===== src/rtl/sr_latch_sequencer.sv =====
// Round-robin sequencer driving the active-low set/reset pins of a NAND SR latch,
// with a timed pulse, synchronized read-back check and recovery gap per command.
// Optional macro SR_SEQ_STATS_EN adds saturating set/reset/error counters.
module sr_latch_sequencer #(
    parameter int unsigned PULSE_W = 4,
    parameter int unsigned GAP_W   = 2,
    parameter int unsigned CNT_W   = 8
) (
    input  logic        clk,
    input  logic        rst,
    input  logic [1:0]  req,
    input  logic [1:0]  cmd_set,
    output logic [1:0]  gnt,
    output logic        sbar,
    output logic        rbar,
    input  logic        q_fb,
    input  logic        qbar_fb,
    output logic        busy,
    output logic        done,
    output logic        err,
    output logic        owner,
    output logic [1:0]  state
`ifdef SR_SEQ_STATS_EN
    ,
    output logic [15:0] set_cnt,
    output logic [15:0] rst_cnt,
    output logic [15:0] err_cnt
`endif
);

    localparam int unsigned CHECK_W = 3;

    typedef enum logic [1:0] {
        ST_IDLE  = 2'd0,
        ST_PULSE = 2'd1,
        ST_CHECK = 2'd2,
        ST_GAP   = 2'd3
    } state_e;

    state_e             state_q, state_d;
    logic [CNT_W-1:0]   cnt_q, cnt_d;
    logic               cmd_q, cmd_d;
    logic               owner_q, owner_d;
    logic               rr_q, rr_d;
    logic               sbar_q, sbar_d;
    logic               rbar_q, rbar_d;
    logic               busy_q, busy_d;
    logic               done_q, done_d;
    logic               err_q, err_d;
    logic [1:0]         qs_q, qbs_q;
    logic               sel;
    logic               match;

    // Grant is only offered in IDLE; rr_q names the requester that wins a tie.
    always_comb begin
        gnt = 2'b00;
        if (state_q == ST_IDLE) begin
            case (req)
                2'b01:   gnt = 2'b01;
                2'b10:   gnt = 2'b10;
                2'b11:   gnt = rr_q ? 2'b10 : 2'b01;
                default: gnt = 2'b00;
            endcase
        end
    end

    assign sel   = gnt[1];
    assign match = (qs_q[1] == cmd_q) && (qbs_q[1] == ~cmd_q);

    always_comb begin
        state_d = state_q;
        cnt_d   = cnt_q;
        cmd_d   = cmd_q;
        owner_d = owner_q;
        rr_d    = rr_q;
        sbar_d  = 1'b1;
        rbar_d  = 1'b1;
        done_d  = 1'b0;
        err_d   = 1'b0;
        case (state_q)
            ST_IDLE: begin
                if (|(req & gnt)) begin
                    state_d = ST_PULSE;
                    cnt_d   = CNT_W'(PULSE_W);
                    cmd_d   = cmd_set[sel];
                    owner_d = sel;
                    rr_d    = ~sel;
                    sbar_d  = ~cmd_set[sel];
                    rbar_d  = cmd_set[sel];
                end
            end
            ST_PULSE: begin
                if (cnt_q == CNT_W'(1)) begin
                    state_d = ST_CHECK;
                    cnt_d   = CNT_W'(CHECK_W);
                end else begin
                    cnt_d  = cnt_q - CNT_W'(1);
                    sbar_d = ~cmd_q;
                    rbar_d = cmd_q;
                end
            end
            ST_CHECK: begin
                cnt_d = cnt_q - CNT_W'(1);
                // done/err are registered, so they are computed one cycle early
                if (cnt_q == CNT_W'(2)) begin
                    done_d = 1'b1;
                    err_d  = ~match;
                end
                if (cnt_q == CNT_W'(1)) begin
                    state_d = ST_GAP;
                    cnt_d   = CNT_W'(GAP_W);
                end
            end
            ST_GAP: begin
                if (cnt_q == CNT_W'(1)) begin
                    state_d = ST_IDLE;
                    cnt_d   = '0;
                end else begin
                    cnt_d = cnt_q - CNT_W'(1);
                end
            end
        endcase
        busy_d = (state_d != ST_IDLE);
    end

    always_ff @(posedge clk or posedge rst) begin
        if (rst) begin
            state_q <= ST_IDLE;
            cnt_q   <= '0;
            cmd_q   <= 1'b0;
            owner_q <= 1'b0;
            rr_q    <= 1'b0;
            sbar_q  <= 1'b1;
            rbar_q  <= 1'b1;
            busy_q  <= 1'b0;
            done_q  <= 1'b0;
            err_q   <= 1'b0;
            qs_q    <= 2'b00;
            qbs_q   <= 2'b00;
        end else begin
            state_q <= state_d;
            cnt_q   <= cnt_d;
            cmd_q   <= cmd_d;
            owner_q <= owner_d;
            rr_q    <= rr_d;
            sbar_q  <= sbar_d;
            rbar_q  <= rbar_d;
            busy_q  <= busy_d;
            done_q  <= done_d;
            err_q   <= err_d;
            qs_q    <= {qs_q[0], q_fb};
            qbs_q   <= {qbs_q[0], qbar_fb};
        end
    end

`ifdef SR_SEQ_STATS_EN
    logic [15:0] set_cnt_q, rst_cnt_q, err_cnt_q;

    // Counters advance with the done pulse and hold at all-ones.
    always_ff @(posedge clk or posedge rst) begin
        if (rst) begin
            set_cnt_q <= '0;
            rst_cnt_q <= '0;
            err_cnt_q <= '0;
        end else if (done_d) begin
            if (cmd_q) begin
                if (set_cnt_q != 16'hFFFF) set_cnt_q <= set_cnt_q + 16'd1;
            end else begin
                if (rst_cnt_q != 16'hFFFF) rst_cnt_q <= rst_cnt_q + 16'd1;
            end
            if (err_d && (err_cnt_q != 16'hFFFF)) err_cnt_q <= err_cnt_q + 16'd1;
        end
    end

    assign set_cnt = set_cnt_q;
    assign rst_cnt = rst_cnt_q;
    assign err_cnt = err_cnt_q;
`endif

    assign sbar  = sbar_q;
    assign rbar  = rbar_q;
    assign busy  = busy_q;
    assign done  = done_q;
    assign err   = err_q;
    assign owner = owner_q;
    assign state = state_q;

    sbar_rbar_exclusive: assert property (@(posedge clk) disable iff (rst) (sbar_q || rbar_q))
        else $fatal(1, "sr_latch_sequencer: sbar and rbar driven low together");

endmodule


===== config.mk =====
export PLATFORM = sky130hd
export DESIGN_NAME = sr_latch_sequencer
export DESIGN_NICKNAME = d
export VERILOG_FILES = /design/src/rtl/sr_latch_sequencer.sv
export SDC_FILE = /design/constraint.sdc
export NUM_CORES = 1
export LEC_CHECK = 0
export CORE_MARGIN = 4
export CORE_UTILIZATION = 35
export CTS_BUF_LIST = sky130_fd_sc_hd__clkbuf_16
export CTS_CLUSTER_DIAMETER = 40
export DETAILED_ROUTE_END_ITERATION = 10
export GPL_TIMING_DRIVEN = 0
export PLACE_DENSITY = 0.6
export SYNTH_ARGS = -nofsm -noshare
export SYNTH_HDL_FRONTEND = slang
export SYNTH_SLANG_ARGS = --single-unit

===== constraint.sdc =====
create_clock -name clk -period 1.6 [get_ports clk]
set_input_delay 0.48 -clock clk [delete_from_list [all_inputs] [get_ports clk]]
set_output_delay 0.48 -clock clk [all_outputs]
set_load 0.05 [all_outputs]

### Yosys cells after proc, flatten, opt, wreduce, memory -nomap -nowiden

Index checks and enable logic that the tools add are counted.

* register bits: 22
* output and inout port bits: 10

* add/subtract/negate cells: 1
* magnitude comparators: 1
* equal/unequal tests: 11
* mux-type cells: 25
* bitwise logic cells: 5
* reductions and logical operators: 5

Operators by type and width (number)
* $mux 8: 4
* $pmux 8 s4: 1
* $mux 2: 6
* $mux 1: 10
* $eq 2x2->1 const B: 4
* $eq 8x1->1 const B: 1
* $eq 8x2->1 const B: 1
* $pmux 2 s4: 1
* $sub 8x1->8 const B: 1
* $pmux 2 s3: 1
* $eq 2x1->1 const B: 2
* $not 1->1: 4
* $pmux 1 s2: 2
* $and 2x2->2: 1
* $eq 1x1->1: 2
* $logic_not 2->1: 1
* $lt 1x2->1 const B: 1
* $ne 2x1->1 const B: 1
* $reduce_and 2->1: 1
* $reduce_bool 2->1: 1
* $reduce_or 2->1: 1
* $logic_and 1x1->1: 1

### Depth between registers and ports, before layout

Gate-level depths: netlist (run 1).

* word-level depth: 8
* gate-level depth with buffers: 7
* gate-level depth less buffers: 6

### Least setup slack after synthesis (run 1)

No wires, ideal clock.

* path type: register to output
* from: register state_q[1] (netlist: state[1])
* to: output port gnt[1]
* data arrival time: 1737 ps
* data required time: 1120 ps
* setup slack: -617 ps
* stages on the path, launching flop included: 4
* path buffers: 1
* path through: dfrtp_1 > clkbuf_8 > or2_4 > nor2_1

* longest elaborated chain between the ends: 2

RTL lines
* start: declaration: line 40 `state_e state_q, state_d;`
* start signal: assignment: line 141 `state_q <= state_d;`
* $logic_not 2->1: line 57 `if (state_q == ST_IDLE) begin`
* $mux 2: line 57
* end: declaration: line 13 `output logic [1:0] gnt,`

Every way passes these cells.

### Worst setup path in the final report (run 1)

Same ends and word-level chain as after synthesis.

==> impl_results.md, run 1 <==
- Via count: 918
- Antenna viol nets, final: 0
- Reg clk slew, reported paths: roughly 0.06 ns
- Top achievable clock speed: between 500 and 600 MHz
- Die area: around 4200 um^2
- Syn_area_per_cell: 10.21 um^2
- Gr ovfl total: 0
- Post-route minimum period: 1.761 ns
- Slowest stage cell, crit path: dfrtp_2
- CTS tree: built
- Largest fanout on the critical path: 5
- Ys Warns: 0
- MaxCap Viol Count: 0
- Comb power frac: 35.2%
- Commonest non-fill, non-tap cells in the layout: dfrtp_1 (19), buf_4 (11), nor2_1 (11)
- Post-synthesis sequential area ratio: 48.79%
- Sequential fraction of design power: 37.6%
- Initial antenna violation count: 0
- Die H: approximately 65 um
- Slew Viols, Final: 0
- WP buf/inv: 1
- Fin cells: ~180
- Synthesized instance count: approximately 110
- Setup Slack @ Placement: -1.275 ns
- First-pass GRT wire length: roughly 4100 um
- Pre-Repair DR Iteration Count: 4
- Yosys cell types: 38
- Critical path class: register to output pin
- Synthesized Nets: 122
- Post-DP HPWL: 1643 um
- Violations in the final reports: negative setup slack
- Final Cycle Share: 110.0%
- RSZ-0062 raised after global routing: yes
- Worst slew pin tran: 0.8169 ns
- Fillers: about 290
- Status: finished with violations
- Setup TNS: -0.3084 ns
- Crit-path cells: or2_4 > nor2_4 > buf_8
- Arrival @ worst endpoint: 1.28 ns
- Root buffer cell: clkbuf_16
- Crit path max-delay family: flip-flops
- Core Region: 3078 um^2
- Vias in the first global route: between 900 and 1,000
- Largest net degree at the start of global routing: 23
- I/O Buffers: 16
- GRT Util Overall: 12.56%
- Wire per inst: roughly 13 um
- Iteration-0 DRC Markers: slightly below 70
- Top Ports: 18
- Post-Place Cells: ~170
- Critical Path Max Stage Delay: 0.46 ns
- Post-Syn Area: between 1000 and 1500 um^2
- VDD IR max: around 0.00051 V
- Die width: 64.91 um
- Clk buf depth: 2
- Pint: 1.631 mW
- Clock network power share: 27.2%
- Class of the worst hold path: register to register
- Switching share of total power: 36.40%
- Final setup viols: 2
- Switching power total: about 0.93 mW
- Routed WL: 2354 um
- Critical Path End Type: output pin
- Share of cells above drive strength 1: roughly 28%
- Initial core utilization: a little under two fifths
- LEAKAGE: 0.6767 nW
- Worst slew margin: 45.48%
- Clock Latency Late Sink: 0.25 ns
- Drt drc: 0
- Clock sink count: 22
- Power density cells: 1662 nW/um^2
- Final WS setup: -0.1608 ns
- H-tree Lvls: 1
- Number of synthesized register bits: 22
- Fin. Hold Viols: 0
- # diodes: 0
- Nets: 151
- Vias per cell: 5.016
- Worst path required time: 1.12 ns
- Floorplan row count: 20
- Worst setup SP type: register
- Clock buffer count from CTS: 3
- Clk_skew: 0.002974 ns
- Commonest non-fill, non-tap cell in the layout: dfrtp_1
- GP Congestion: 0.8246
- Area Overhead vs Synth: 36.09%
final cells by class:
type                            count  area, um^2  share of cell area (%)
Buffer                              2       18.77                   1.217
Clock buffer                        3       75.07                   4.866
Inverter                            6       22.52                   1.460
Clock inverter                      1       30.03                   1.946
Timing Repair Buffer               26       227.7                   14.76
Multi-Input combinational cell     79       559.3                   36.25
Sequential cell                    22       554.3                   35.93
Tap cell                           44       55.05                   3.569
sequential cells by signal, indices dropped and copies added, names as in the netlist, 2 cells and up:
signal / flops
cnt_q: 8
qbs_q: 2
qs_q: 2
state: 2
stage by stage:
step / hold slack [ns] / total power, mW / utilization (%) / cell area, um^2
floorplan: 0.3312 / 1.553 / - / 1145
global placement: 0.3332 / 1.754 / 44.19 / 1360
detailed placement: 0.3401 / 1.781 / 44.19 / 1360
CTS: 0.3537 / 2.558 / 48.90 / 1505
global route: 0.3663 / 2.727 / 50.12 / 1543
finish: 0.3512 / 2.564 / 50.12 / 1543
worst register-to-register path, delay by kind of cell, from the launching register on:
| kind | cells | cell delay (ns) |
|---|---|---|
| buffers and inverters | 1 | 0.15 |
| DFF | 1 | 0.46 |
| AOI/OAI and AO/OA | 1 | 0.18 |
| and+or+nand+nor | 3 | 0.63 |
timing repair:
item                       CTS  global route
resized for setup           41            14
pin swaps                    0             4
buffers inserted             5             5
hold buffers                 0             0
setup endpoints to repair   18            14
path summary, 6_finish.rpt:
path / start / to / slack [ns] / cells past startpoint
worst max-delay path: state[1] / gnt[1] / -0.16 / 3
worst min-delay path: qs_q[0] / qs_q[1] / 0.35 / 0
max in group asynchronous: rst / state[1] / 0.36 / 2
worst min register to register: qs_q[0] / qs_q[1] / 0.35 / 0
min in group asynchronous: rst / cnt_q[5] / 0.68 / 2
worst max register to register: state[1] / cnt_q[2] / 0.07 / 5
power by group through the flow:
stage          registers [mW]  logic (mW)  clock network (mW)
6_report                0.965       0.903               0.696
5_1_grt                 0.987        1.00               0.737
4_1_cts                 0.943       0.901               0.714
2_1_floorplan            1.08       0.477                   0
3_5_place_dp            0.959       0.822                   0
3_3_place_gp            0.950       0.804                   0
routing by layer:
metal | routed length (um) | part of all wire (%) | vias up | GRT usage, %
li1 | - | - | 451 | -
met1 | 1136 | 48 | 447 | 17.72
met2 | 1082 | 46 | 18 | 18.65
met3 | 106 | 4.5 | 2 | 3.293
met4 | 29 | 1.2 | 0 | 3.958
met5 | 0 | 0 | - | 0
Yosys cell counts (all sizes together):
cell / number / area share (%)
nand3: 3 / 1.3
nor2: 13 / 5.7
a31oi: 6 / 3.3
or2: 1 / 0.77
ha: 3 / 3.3
nand2b: 2 / 1.1
nor4b: 1 / 2.1
clkbuf: 1 / 1.2
a21oi: 8 / 3.5
mux2i: 1 / 0.88
dfstp: 2 / 4.6
and2: 3 / 1.7
nand4b: 1 / 0.77
o22ai: 1 / 0.55
dfrtp: 20 / 44
o31ai: 1 / 0.66
nor3: 4 / 3.2
xnor2: 1 / 0.77
o211a: 1 / 0.88
and3: 1 / 0.55
nor3b: 1 / 0.66
nand3b: 1 / 0.66
buf: 3 / 2.3
a21boi: 2 / 1.3
a211oi: 3 / 2.4
o22a: 1 / 0.77
o21ai: 7 / 3.1
nand2: 10 / 3.3
a32oi: 1 / 0.77
a211o: 1 / 0.77
o221ai: 1 / 0.77
inv: 6 / 2.0
logic make-up after synthesis:
| kind of cell | share of synthesized area [%] |
|---|---|
| multiplexers | 0.8830 |
| AND/OR/NAND/NOR | 21.86 |
| XOR/XNOR | 0.7728 |
| flip-flops | 48.79 |
| AO/OA/AOI/OAI | 18.87 |
| buffers and inverters | 5.518 |
| adder cells (fa/ha/maj) | 3.312 |
(Power assumes the default switching activity.)
==> run 2: changes to the inputs <==
--- a/config.mk
+++ b/config.mk
@@ -12,6 +12,7 @@
 export DETAILED_ROUTE_END_ITERATION = 10
 export GPL_TIMING_DRIVEN = 0
 export PLACE_DENSITY = 0.6
+export REMOVE_ABC_BUFFERS = 1
 export SYNTH_ARGS = -nofsm -noshare
 export SYNTH_HDL_FRONTEND = slang
 export SYNTH_SLANG_ARGS = --single-unit
==> run 2 against run 1 <==
The run still ends with negative setup slack left. Global-route usage up 0.055 points. Worst setup slack better by 0.058 ns. Sequential power up 1%. Clock power down 25%. Die area unchanged. Non-clock buffer count up 7. Utilization up 1.5 points. Routed wire length up 7.3%. Worst hold slack worse by 0.0032 ns. Combinational power up 7.6%. Count of clock-buffer cells in the layout unchanged. Critical endpoint unchanged.
==> impl_results.md, run 2 (synthesis results as in run 1) <==
- H-tree Lvls: 1
- Critical path class: register to output pin
- Pre-Repair DR Iteration Count: 4
- Slew Viols, Final: 0
- Gr ovfl total: 0
- Most flops, register: cnt_q
- Core Region: 3078 um^2
- Commonest non-fill, non-tap cells in the layout: dfrtp_1 (17), buf_4 (17), nor2_1 (11)
- Status: finished with violations
- Arrival @ worst endpoint: 1.22 ns
- Post-Place Cells: 168
- Vias per cell: roughly 5
- Worst slew pin tran: 0.8211 ns
- Class of the worst hold path: register to register
- Area Overhead vs Synth: 40.18%
- Final Instance Area: 1589 um^2
- Clk buf depth: 2
- Iteration-0 DRC Markers: 44
- Worst path required time: 1.12 ns
- I/O Buffers: 17
- Worst setup SP type: register
- Drt drc: 0
- LEAKAGE: 0.7014 nW
- Worst slew margin: a little under half
- Critical Path End Type: output pin
- Nets: 158
- Top achievable clock speed: 587.2 MHz
- Via count: 926
- Largest fanout on the critical path: 4
- Reg clk slew, reported paths: 0.06 ns
- Register area: around 560 um^2
- Post-route minimum period: 1.703 ns
- # diodes: 0
- Crit path max-delay family: flip-flops
- WP buf/inv: 1
- Top Ports: 18
- Max reg flops: 8
- Slowest stage cell, crit path: dfrtp_2
- Area of the multi-input gates: 575.6 um^2
- Vias in the first global route: 905
- Floorplan row count: 20
- Initial antenna violation count: 0
- Worst Hold Slack: 0.3480 ns
- Die H: roughly 65 um
- Post-DP HPWL: between 1500 and 2000 um
- Share of cells above drive strength 1: 36.30%
- Fin cells: 190
- Violations in the final reports: negative setup slack
- CTS tree: built
- Util after Layout: 51.63%
- First-pass GRT wire length: 4077 um
- Placed cell area: 1319 um^2
- GP Congestion: 0.8605
- Fillers: 293
- RSZ-0062 raised after global routing: yes
- Fin. Hold Viols: 0
- Final Cycle Share: 106.4%
- Clock buffer count from CTS: 3
- MaxCap Viol Count: 0
- Die area: around 4200 um^2
- Clock sink count: 22
- VDD IR max: 0.0006670 V
- Final WS setup: -0.1030 ns
- Hold-fix buffers, CTS: 0
- Final setup viols: 4
- Setup Slack @ Placement: -1.242 ns
- Largest net degree at the start of global routing: 23
- Routed WL: around 2500 um
- GRT Util Overall: 12.61%
- Wire per inst: 13.29 um
- Initial core utilization: around 37%
- Clock Latency Late Sink: 0.25 ns
- Die width: approximately 65 um
- Root buffer cell: clkbuf_16
- Critical Path Max Stage Delay: roughly 0.44 ns
- Antenna viol nets, final: 0
- Crit-path cells: or2_4 > nor2_4 > buf_8
- Power density cells: about 1600 nW/um^2
- Clk_skew: between 0.002 and 0.0025 ns
==> run 2: cell count changes in the layout (fill, tap and decap cells not counted), sizes merged <==
cell	change
buf	+8
clkdlybuf4s15	-3
bufinv	-1
clkbuf	+1
clkinv	+1
dlygate4sd2	+1
==> run 2: metal layers <==
metal	global-route usage [%]	up-vias	wire [um]
met5	0	-	0
met4	6.332	0	50
met3	3.293	5	119
met2	19.16	23	1201
met1	16.48	434	1154
li1	-	464	-
==> run 2: repair_timing <==
action                                  in CTS  in global routing
pin swaps                                    1                  9
resized for setup                           54                 21
setup buffers                                5                 13
endpoints found under the setup margin      20                 16
hold endpoints to repair                     0                  0
==> run 2: report_power, final <==
group	internal (mW)	total (mW)	switching, mW
Clock	0.333	0.525	0.192
Combinational	0.444	0.972	0.528
Sequential	0.753	0.978	0.225
Total	1.53	2.47	0.945
==> run 2: final timing paths <==
check                           startpoint       end  slack, ns  cells after the start
min in group asynchronous              rst      done       0.69                      2
worst max-delay path              state[1]    gnt[1]      -0.10                      3
max in group asynchronous              rst  state[0]       0.34                      2
worst min register to register     qs_q[0]   qs_q[1]       0.35                      0
worst max register to register    cnt_q[1]  cnt_q[0]      -0.05                      6
worst min-delay path               qs_q[0]   qs_q[1]       0.35                      0
==> run 2: cell type report <==
class	count	share of cell area, %
Timing Repair Buffer	35	18.90
Tap cell	44	3.465
Clock buffer	3	4.724
Sequential cell	22	35.04
Clock inverter	1	0.2362
Multi-Input combinational cell	79	36.22
Inverter	6	1.417
==> run 2: per-stage QoR <==
stage / TNS, ns / total power, mW
after floorplan: -1.137 / 1.521
final: -0.3122 / 2.475
after global placement: -5.479 / 1.724
after CTS: -0.5466 / 2.294
after global routing: -0.8429 / 2.641
after detailed placement: -5.563 / 1.750
